--- src/rtl/vending_pkg.sv ---
// Shared types and constants for the vending datapath.
// Coin values are expressed in nickel (5c) units throughout.
package vending_pkg;

    typedef enum logic [2:0] {
        ST_IDLE    = 3'd0,
        ST_SELECT  = 3'd1,
        ST_EJECT   = 3'd2,
        ST_RELEASE = 3'd3,
        ST_DONE    = 3'd4,
        ST_FAULT   = 3'd5
    } disp_state_t;

    typedef enum logic [1:0] {
        COIN_NICKLE  = 2'd0,
        COIN_DIME    = 2'd1,
        COIN_QUARTER = 2'd2
    } coin_t;

    localparam int NICKLE_VAL  = 1;
    localparam int DIME_VAL    = 2;
    localparam int QUARTER_VAL = 5;

endpackage

--- src/rtl/coin_select.sv ---
// Greedy coin chooser: largest coin whose value does not exceed the amount owed.
// Purely combinational; the caller registers the result.
module coin_select
    import vending_pkg::*;
#(
    parameter int COIN_W = 3
) (
    input  logic [COIN_W-1:0] remain,
    output coin_t             coin,
    output logic [COIN_W-1:0] value
);

    always_comb begin
        coin  = COIN_NICKLE;
        value = COIN_W'(NICKLE_VAL);
        if (remain >= COIN_W'(QUARTER_VAL)) begin
            coin  = COIN_QUARTER;
            value = COIN_W'(QUARTER_VAL);
        end else if (remain >= COIN_W'(DIME_VAL)) begin
            coin  = COIN_DIME;
            value = COIN_W'(DIME_VAL);
        end
    end

endmodule

--- src/rtl/change_dispenser.sv ---
// Pays out a change amount one coin at a time through a four-phase hopper
// handshake, with a per-edge timeout that parks the block in a sticky fault.
module change_dispenser
    import vending_pkg::*;
#(
    parameter int COIN_W  = 3,
    parameter int TIMEOUT = 255
) (
    input  logic              i_clk,
    input  logic              i_rst_n,
    input  logic              i_change_vld,
    input  logic [COIN_W-1:0] i_change,
    output logic              o_ready,
    output logic              o_eject_nickle,
    output logic              o_eject_dime,
    output logic              o_eject_quarter,
    input  logic              i_hopper_ack,
    output logic [COIN_W-1:0] o_remain,
    output logic              o_done,
    output logic              o_fault
);

    localparam int CNT_W = (TIMEOUT < 1) ? 1 : $clog2(TIMEOUT + 1);

    disp_state_t       state_reg, state_next;
    logic [COIN_W-1:0] remain_reg, remain_next;
    logic [CNT_W-1:0]  wait_cnt_reg, wait_cnt_next;
    coin_t             coin_reg, coin_next;
    logic [COIN_W-1:0] coin_val_reg, coin_val_next;

    coin_t             sel_coin;
    logic [COIN_W-1:0] sel_val;
    logic              wait_expired;

    coin_select #(
        .COIN_W (COIN_W)
    ) u_coin_select (
        .remain (remain_reg),
        .coin   (sel_coin),
        .value  (sel_val)
    );

    assign wait_expired = (wait_cnt_reg == CNT_W'(TIMEOUT));

    always_ff @(posedge i_clk or negedge i_rst_n) begin
        if (!i_rst_n) begin
            state_reg    <= ST_IDLE;
            remain_reg   <= '0;
            wait_cnt_reg <= '0;
            coin_reg     <= COIN_NICKLE;
            coin_val_reg <= COIN_W'(NICKLE_VAL);
        end else begin
            state_reg    <= state_next;
            remain_reg   <= remain_next;
            wait_cnt_reg <= wait_cnt_next;
            coin_reg     <= coin_next;
            coin_val_reg <= coin_val_next;
        end
    end

    always_comb begin
        state_next    = state_reg;
        remain_next   = remain_reg;
        wait_cnt_next = wait_cnt_reg;
        coin_next     = coin_reg;
        coin_val_next = coin_val_reg;
        case (state_reg)
            ST_IDLE: begin
                if (i_change_vld) begin
                    remain_next = i_change;
                    state_next  = (i_change == '0) ? ST_DONE : ST_SELECT;
                end
            end
            ST_SELECT: begin
                coin_next     = sel_coin;
                coin_val_next = sel_val;
                wait_cnt_next = '0;
                state_next    = ST_EJECT;
            end
            ST_EJECT: begin
                // A level already high on entry is accepted as the ack.
                if (i_hopper_ack) begin
                    remain_next   = remain_reg - coin_val_reg;
                    wait_cnt_next = '0;
                    state_next    = ST_RELEASE;
                end else if (wait_expired) begin
                    state_next = ST_FAULT;
                end else begin
                    wait_cnt_next = wait_cnt_reg + CNT_W'(1);
                end
            end
            ST_RELEASE: begin
                if (!i_hopper_ack) begin
                    state_next = (remain_reg == '0) ? ST_DONE : ST_SELECT;
                end else if (wait_expired) begin
                    state_next = ST_FAULT;
                end else begin
                    wait_cnt_next = wait_cnt_reg + CNT_W'(1);
                end
            end
            ST_DONE:  state_next = ST_IDLE;
            ST_FAULT: state_next = ST_FAULT;
            default:  state_next = ST_IDLE;
        endcase
    end

    // Outputs depend only on registered state, never on inputs.
    always_comb begin
        o_ready         = (state_reg == ST_IDLE);
        o_done          = (state_reg == ST_DONE);
        o_fault         = (state_reg == ST_FAULT);
        o_remain        = remain_reg;
        o_eject_nickle  = 1'b0;
        o_eject_dime    = 1'b0;
        o_eject_quarter = 1'b0;
        if (state_reg == ST_EJECT) begin
            case (coin_reg)
                COIN_NICKLE:  o_eject_nickle  = 1'b1;
                COIN_DIME:    o_eject_dime    = 1'b1;
                COIN_QUARTER: o_eject_quarter = 1'b1;
                default:      o_eject_nickle  = 1'b0;
            endcase
        end
    end

endmodule

--- config.mk ---
export PLATFORM = sky130hd
export DESIGN_NAME = change_dispenser
export DESIGN_NICKNAME = d
export VERILOG_FILES = /design/src/rtl/vending_pkg.sv /design/src/rtl/coin_select.sv /design/src/rtl/change_dispenser.sv
export SDC_FILE = /design/constraint.sdc
export NUM_CORES = 1
export LEC_CHECK = 0
export CORE_UTILIZATION = 60
export CTS_BUF_LIST = sky130_fd_sc_hd__clkbuf_8
export DETAILED_ROUTE_END_ITERATION = 6
export PLACE_DENSITY = 0.87
export SYNTH_ARGS = -nofsm -noshare
export SYNTH_HDL_FRONTEND = slang
export SYNTH_SLANG_ARGS = --single-unit
--- constraint.sdc ---
create_clock -name i_clk -period 3.86 [get_ports i_clk]
set_input_delay 0.579 -clock i_clk [delete_from_list [all_inputs] [get_ports i_clk]]
set_output_delay 0.579 -clock i_clk [all_outputs]
set_load 0.005 [all_outputs]
==> impl_metrics.yaml, run 1 <==
status:
  outcome: "completed"
timing:
  fin_worst_skew_ns: 0.00274
  clock.fmax_mhz: 376
  hold_viol_final: 0
  max_slew_margin_pct: 50.2
  drv_slew: 0
  actual_transition_at_the_worst_max_transition_pin_ns: 0.744
  finalCritPeriodShare_pct: 68.9
  timing.setup.tns_ns: 0
  post-route-min-period_ns: 2.66
  rsz0062_at_grt: "false"
  setup_viol: 0
layout:
  post_route_cells_drive_above_1_share_pct: 7.53
  most_frequent_cells_in_the_layout: "dfrtp_1, clkdlybuf4s50_1, o21ai_0"
  final_area_sq_um: 1320
  diodes_inserted: 0
  area_delta_synth_final_pct: 18.2
  design.final.nets: 157
  largest_register_ff_count: 8
  final_common_cell: "dfrtp_1"
floorplanning:
  floorplan.die.width_um: 45.1
  initial_utilization_pct: 64.4
  die-area_sq_um: 2030
  top_level_ports: 16
  chipHeight_um: 45.1
  std_cell_rows: 15
  placeableCoreArea_sq_um: 1730
setup_path:
  worst-path-buf-inv: 1
  critical-path-slowest-cell: "or3b_2"
  path_class: "flop to output port"
  max_stage_delay_ns: 0.59
  critical_path_arrival_ns: 2.08
  regToRegSetupSlack_ns: 2.10
  cp_cell_sequence: "or3b_2 -> nor3_1 -> clkdlybuf4s50_1"
  critPathLaunchType: "flop"
  worstSetupEndpointType: "output port"
  crit_family: "simple AND/OR/NAND/NOR gates"
  r2r.worst_path.cells: 6
  r2r_start: "o_remain[0]"
  worst-path-max-fanout: 16
  worst-endpoint-required_ns: 3.28
  endpoint_of_the_worst_register_to_register_path: "o_remain[2]"
min_path:
  whs_path_depth: 2
  hold_path.class: "flop to flop"
  min_delay_worst_endpoint: "coin_val_reg[0]"
  hold_path.startpoint: "coin_val_reg[0]"
clock_tree:
  cts_hold_repair.buffers: 0
  cts_root_buf: "clkbuf_8"
  tritoncts.num_buffers: 3
  cts_sinks: 17
  clock_tree_buf_depth: 2
  post_cts_resized: 0
  clock_slew_seen_by_the_registers_of_the_worst_setup_and_hold_paths_ns: 0.07
  clock_insertion_delay_worst_skew_ns: 0.25
  cts-htree-levels: 1
  cts_tree: "yes"
  postCtsSetupRepairBufs: 0
detailed_routing:
  wl_per_cell_um: 15.1
  starting_drc_count_in_detailed_routing: 55
  met3_wirelength_um: 151
  postRouteWirelength_um: 2580
  wl_met1_um: 1110
  topRoutingLayerUsed: "met4"
  drt-vias-per-instance: 6.23
  routed-via-count: 1066
  drc: 0
  drt-pass1-iter-count: 4
  routed-wl-met2_um: 1270
  final_antenna_net_count: 0
synthesis:
  synthDominantAreaCellType: "dfrtp_1"
  synth-async-reset-ratio_pct: 100
  synth_enable_flop_cells: 0
  synth_fp_nets: 141
  syn_area_per_cell_sq_um: 8.49
  fraction_of_synthesized_cell_area_taken_by_the_top_area_cell_type_pct: 36.0
  syn_area_sq_um: 1110
  synthDistinctLibCells: 44
  seq_area_frac_synth_pct: 38.4
  yosysWarnings: 0
  dominantRegCellSynth: "dfrtp_1"
  ys_top_cells_by_area: "dfrtp_1, o21ai_0, a21oi_1"
  yosys_reg_bits: 17
  synthCells: 131
global_route:
  vias_in_the_first_global_route: 970
  gr-total-overflow: 0
  groute.usage.overall_pct: 28.3
  grt_first_pass_wirelength_um: 4210
  grt_max_degree: 18
  antenna_violations_before_repair: 0
pwr:
  power.static_leakage_uw: 0.000540
  vdd_ir_drop_max_v: 0.000500
  pwr_density_cell_nw_per_um2: 731
run:
  max_cap_violations: 0
placed_design:
  detailed_place.area_sq_um: 1270
  gp_congestion: 0.889
  dp_hpwl_um: 1910
  buffer_ports.inserted: 15
[worst max path at each step]
stage | startpoint | cells past startpoint | to | slack (ns)
floorplan | state_reg[0] | 3 | o_eject_nickle | 2.06
global route | state_reg[2] | 3 | o_eject_quarter | 1.13
CTS | state_reg[2] | 3 | o_eject_quarter | 1.18
global placement | state_reg[2] | 3 | o_eject_nickle | 1.53
detailed placement | state_reg[2] | 3 | o_eject_quarter | 1.45
finish | state_reg[2] | 3 | o_eject_quarter | 1.20
[per-layer routing]
layer / vias up / GRT usage (%)
met3: 10 / 3.60
li1: 503 / -
met2: 46 / 49.6
met5: - / 0
met4: 0 / 9.09
met1: 507 / 35.9
[report_power, final]
group	internal, uW	total [uW]	leakage (uW)	switching [uW]
clock	71.5	134	0.0000255	62.0
sequential	241	343	0.000213	102
combinational	231	485	0.000301	254
[cell usage after synthesis, drive strengths merged (2+ instances only)]
cell and count:
nor2b 4, and3 3, nor2 13, inv 9, nand2 5, a211oi 2
and2 3, ha 2, or3 3, nand2b 4, o2bb2ai 2, a21oi 10
nand3 5, dfrtp 16, buf 3, xor2 2, o21ai 15, nor3 8
[logic make-up after synthesis]
kind of cell	count (synthesis)	share of synthesized area (%)
simple gates	54	26.4
compound gates	41	23.4
flops	17	38.4
mux	1	0.900
xor+xnor	2	1.58
fa+ha+maj	3	4.05
buf+inv	13	5.29
[tightest hold or removal path: stages, from the launching register on]
cell	delay (ns)
dfstp_2	0.38
inv_1	0.04
o21ai_0	0.07
[cell type report]
cell class	count	area [sq um]
inverter	9	33.8
timing repair buffer	15	150
tap	25	31.3
clock buffer	3	41.3
multi-input combinational	101	627
fill	139	412
clock inverter	1	5.00
sequential	17	427
[stage by stage]
step	setup slack (ns)	hold slack [ns]	cells	total power [uW]	utilization, %
after global routing	1.13	0.538	171	1030	76.2
after detailed placement	1.45	0.480	167	822	73.5
after global placement	1.53	0.481	167	795	73.5
after CTS	1.18	0.491	171	958	76.2
after floorplan	2.06	0.283	131	661	-
final	1.20	0.492	171	961	76.2
(Power assumes the default switching activity.)
==> run 2, diff against run 1 <==
--- a/config.mk
+++ b/config.mk
@@ -5,10 +5,10 @@
 export SDC_FILE = /design/constraint.sdc
 export NUM_CORES = 1
 export LEC_CHECK = 0
-export CORE_UTILIZATION = 60
+export CORE_UTILIZATION = 56
 export CTS_BUF_LIST = sky130_fd_sc_hd__clkbuf_8
 export DETAILED_ROUTE_END_ITERATION = 6
-export PLACE_DENSITY = 0.87
+export PLACE_DENSITY = 0.82
 export SYNTH_ARGS = -nofsm -noshare
 export SYNTH_HDL_FRONTEND = slang
 export SYNTH_SLANG_ARGS = --single-unit
==> constraint.sdc (replaced) <==
create_clock -name i_clk -period 2.7 [get_ports i_clk]
set_input_delay 0.405 -clock i_clk [delete_from_list [all_inputs] [get_ports i_clk]]
set_output_delay 0.405 -clock i_clk [all_outputs]
set_load 0.005 [all_outputs]
==> run 2 against run 1 <==
  * Die area is 6.8% higher
  * Setup slack worse by 0.91 ns
  * Clock power is 43% higher
  * Power is 47% higher
  * Utilization is 1.9 points lower
  * Critical path depth stayed put
  * Wire length hardly changed
  * Global-route usage is 0.72 points lower
  * Sequential cell count stayed put
  * Hold slack hardly changed
==> impl_metrics.yaml, run 2 (synthesis results as in run 1) <==
placed_design:
  dp_hpwl_um: 1880
  detailed_place.area_sq_um: 1290
  gp_congestion: 0.870
  buffer_ports.inserted: 15
layout:
  most_frequent_cells_in_the_layout: "dfrtp_1, clkdlybuf4s50_1, o21ai_0"
  diodes_inserted: 0
  largest_register_ff_count: 8
  layout.filler_cells: 141
  design.final.nets: 160
  final_area_sq_um: 1340
  fin_util_pct: 74.2
  final_common_cell: "dfrtp_1"
  area_delta_synth_final_pct: 20.2
  post_route_cells_drive_above_1_share_pct: 9.40
timing:
  clock.fmax_mhz: 415
  hold-worst-slack_ns: 0.493
  post-route-min-period_ns: 2.41
  finalCritPeriodShare_pct: 89.3
  max_slew_margin_pct: 49.7
  rsz0062_at_grt: "false"
  setup_viol: 0
  drv_slew: 0
  timing.setup.tns_ns: 0
  fin_worst_skew_ns: 0.00520
  hold_viol_final: 0
  actual_transition_at_the_worst_max_transition_pin_ns: 0.753
setup_path:
  crit_path_end: "o_eject_nickle"
  regToRegSetupSlack_ns: 0.91
  endpoint_of_the_worst_register_to_register_path: "o_remain[2]"
  worst-endpoint-required_ns: 2.30
  worst-path-max-fanout: 12
  r2r_start: "o_remain[0]"
  path_class: "flop to output port"
  worstSetupEndpointType: "output port"
  startpoint: "state_reg[1]"
  critical_path_arrival_ns: 2.01
  r2r.worst_path.cells: 6
  critPathLaunchType: "flop"
detailed_routing:
  routed-via-count: 1061
  wl_met1_um: 1180
  drt-pass1-iter-count: 4
  postRouteWirelength_um: 2580
  drt-vias-per-instance: 6.10
  routed-wl-met2_um: 1200
  wl_per_cell_um: 14.8
  starting_drc_count_in_detailed_routing: 57
  topRoutingLayerUsed: "met4"
  final_antenna_net_count: 0
  met3_wirelength_um: 174
  drc: 0
floorplanning:
  initial_utilization_pct: 61.7
  top_level_ports: 16
  placeableCoreArea_sq_um: 1800
  std_cell_rows: 15
  die-area_sq_um: 2170
  floorplan.die.width_um: 46.6
  chipHeight_um: 46.6
clock_tree:
  clock_tree_buf_depth: 2
  cts_sinks: 17
  post_cts_resized: 0
  clock_slew_seen_by_the_registers_of_the_worst_setup_and_hold_paths_ns: 0.07
  cts-htree-levels: 1
  clock_insertion_delay_worst_skew_ns: 0.25
  cts_hold_repair.buffers: 0
  cts_root_buf: "clkbuf_8"
  cts_tree: "yes"
  tritoncts.num_buffers: 3
  postCtsSetupRepairBufs: 0
min_path:
  hold_path.class: "flop to flop"
pwr:
  cell_internal_pwr_uw: 806
  power_dissipated_by_switching_net_loads_uw: 606
  vdd_ir_drop_max_v: 0.000609
  clkPwrFrac_pct: 13.6
  switching_share_pct: 42.9
  power.static_leakage_uw: 0.000555
  sequentialPowerShare_pct: 34.0
  combPwrFrac_pct: 52.4
  pwr_density_cell_nw_per_um2: 1060
global_route:
  vias_in_the_first_global_route: 908
  grt_max_degree: 18
  grt_first_pass_wirelength_um: 4210
  gr-total-overflow: 0
  groute.usage.overall_pct: 27.6
  antenna_violations_before_repair: 0
status:
  outcome: "completed"
run:
  max_cap_violations: 0
==> run 2: worst min-delay path by stage <==
stage | startpoint | endpoint | slack, ns | depth (start not counted)
final | coin_val_reg[0] | coin_val_reg[0] | 0.49 | 2
after global routing | coin_val_reg[0] | coin_val_reg[0] | 0.50 | 2
after CTS | coin_val_reg[0] | coin_val_reg[0] | 0.49 | 2
after detailed placement | coin_val_reg[0] | coin_val_reg[0] | 0.48 | 2
after global placement | coin_val_reg[0] | coin_val_reg[0] | 0.48 | 2
after floorplan | i_rst_n | coin_reg[0] | 0.11 | 0
==> run 2: layout make-up <==
type | instances | area (sq um) | area share, %
Clock inverter | 1 | 5.00 | 0.374
Inverter | 9 | 33.8 | 2.53
Tap cell | 25 | 31.3 | 2.34
Sequential cell | 17 | 427 | 31.9
Timing Repair Buffer | 18 | 173 | 12.9
Clock buffer | 3 | 41.3 | 3.09
Multi-Input combinational cell | 101 | 627 | 46.9
==> run 2: power groups by stage <==
stage	combinational, uW	clock (uW)	sequential (uW)
finish	739	192	480
global placement	710	0	474
CTS	734	198	476
global route	824	208	494
detailed placement	728	0	480
floorplan	521	0	424
==> run 2: routing by layer <==
metal / vias up / track usage, %
met4: 0 / 9.41
met2: 48 / 40.0
met3: 4 / 4.31
li1: 509 / -
met1: 500 / 40.8
met5: - / 0
==> run 2: per-stage QoR <==
step	power [uW]	setup WS, ns	cells
6_report	1410	0.288	174
5_1_grt	1530	0.208	174
4_1_cts	1410	0.281	174
3_5_place_dp	1210	0.571	170
3_3_place_gp	1180	0.595	170
2_1_floorplan	945	1.07	131
==> run 2: worst max-delay path, stage by stage, from the launching register on <==
cell	delay, ns
dfrtp_1	0.54
or3b_2	0.54
nor3_1	0.15
clkdlybuf4s50_1	0.52
==> run 3, diff against run 2 <==
--- a/config.mk
+++ b/config.mk
@@ -8,6 +8,7 @@
 export CORE_UTILIZATION = 56
 export CTS_BUF_LIST = sky130_fd_sc_hd__clkbuf_8
 export DETAILED_ROUTE_END_ITERATION = 6
+export GPL_ROUTABILITY_DRIVEN = 1
 export PLACE_DENSITY = 0.82
 export SYNTH_ARGS = -nofsm -noshare
 export SYNTH_HDL_FRONTEND = slang
==> results of run 3 <==
The final DEF is identical to that of run 2; final timing and power are the same.
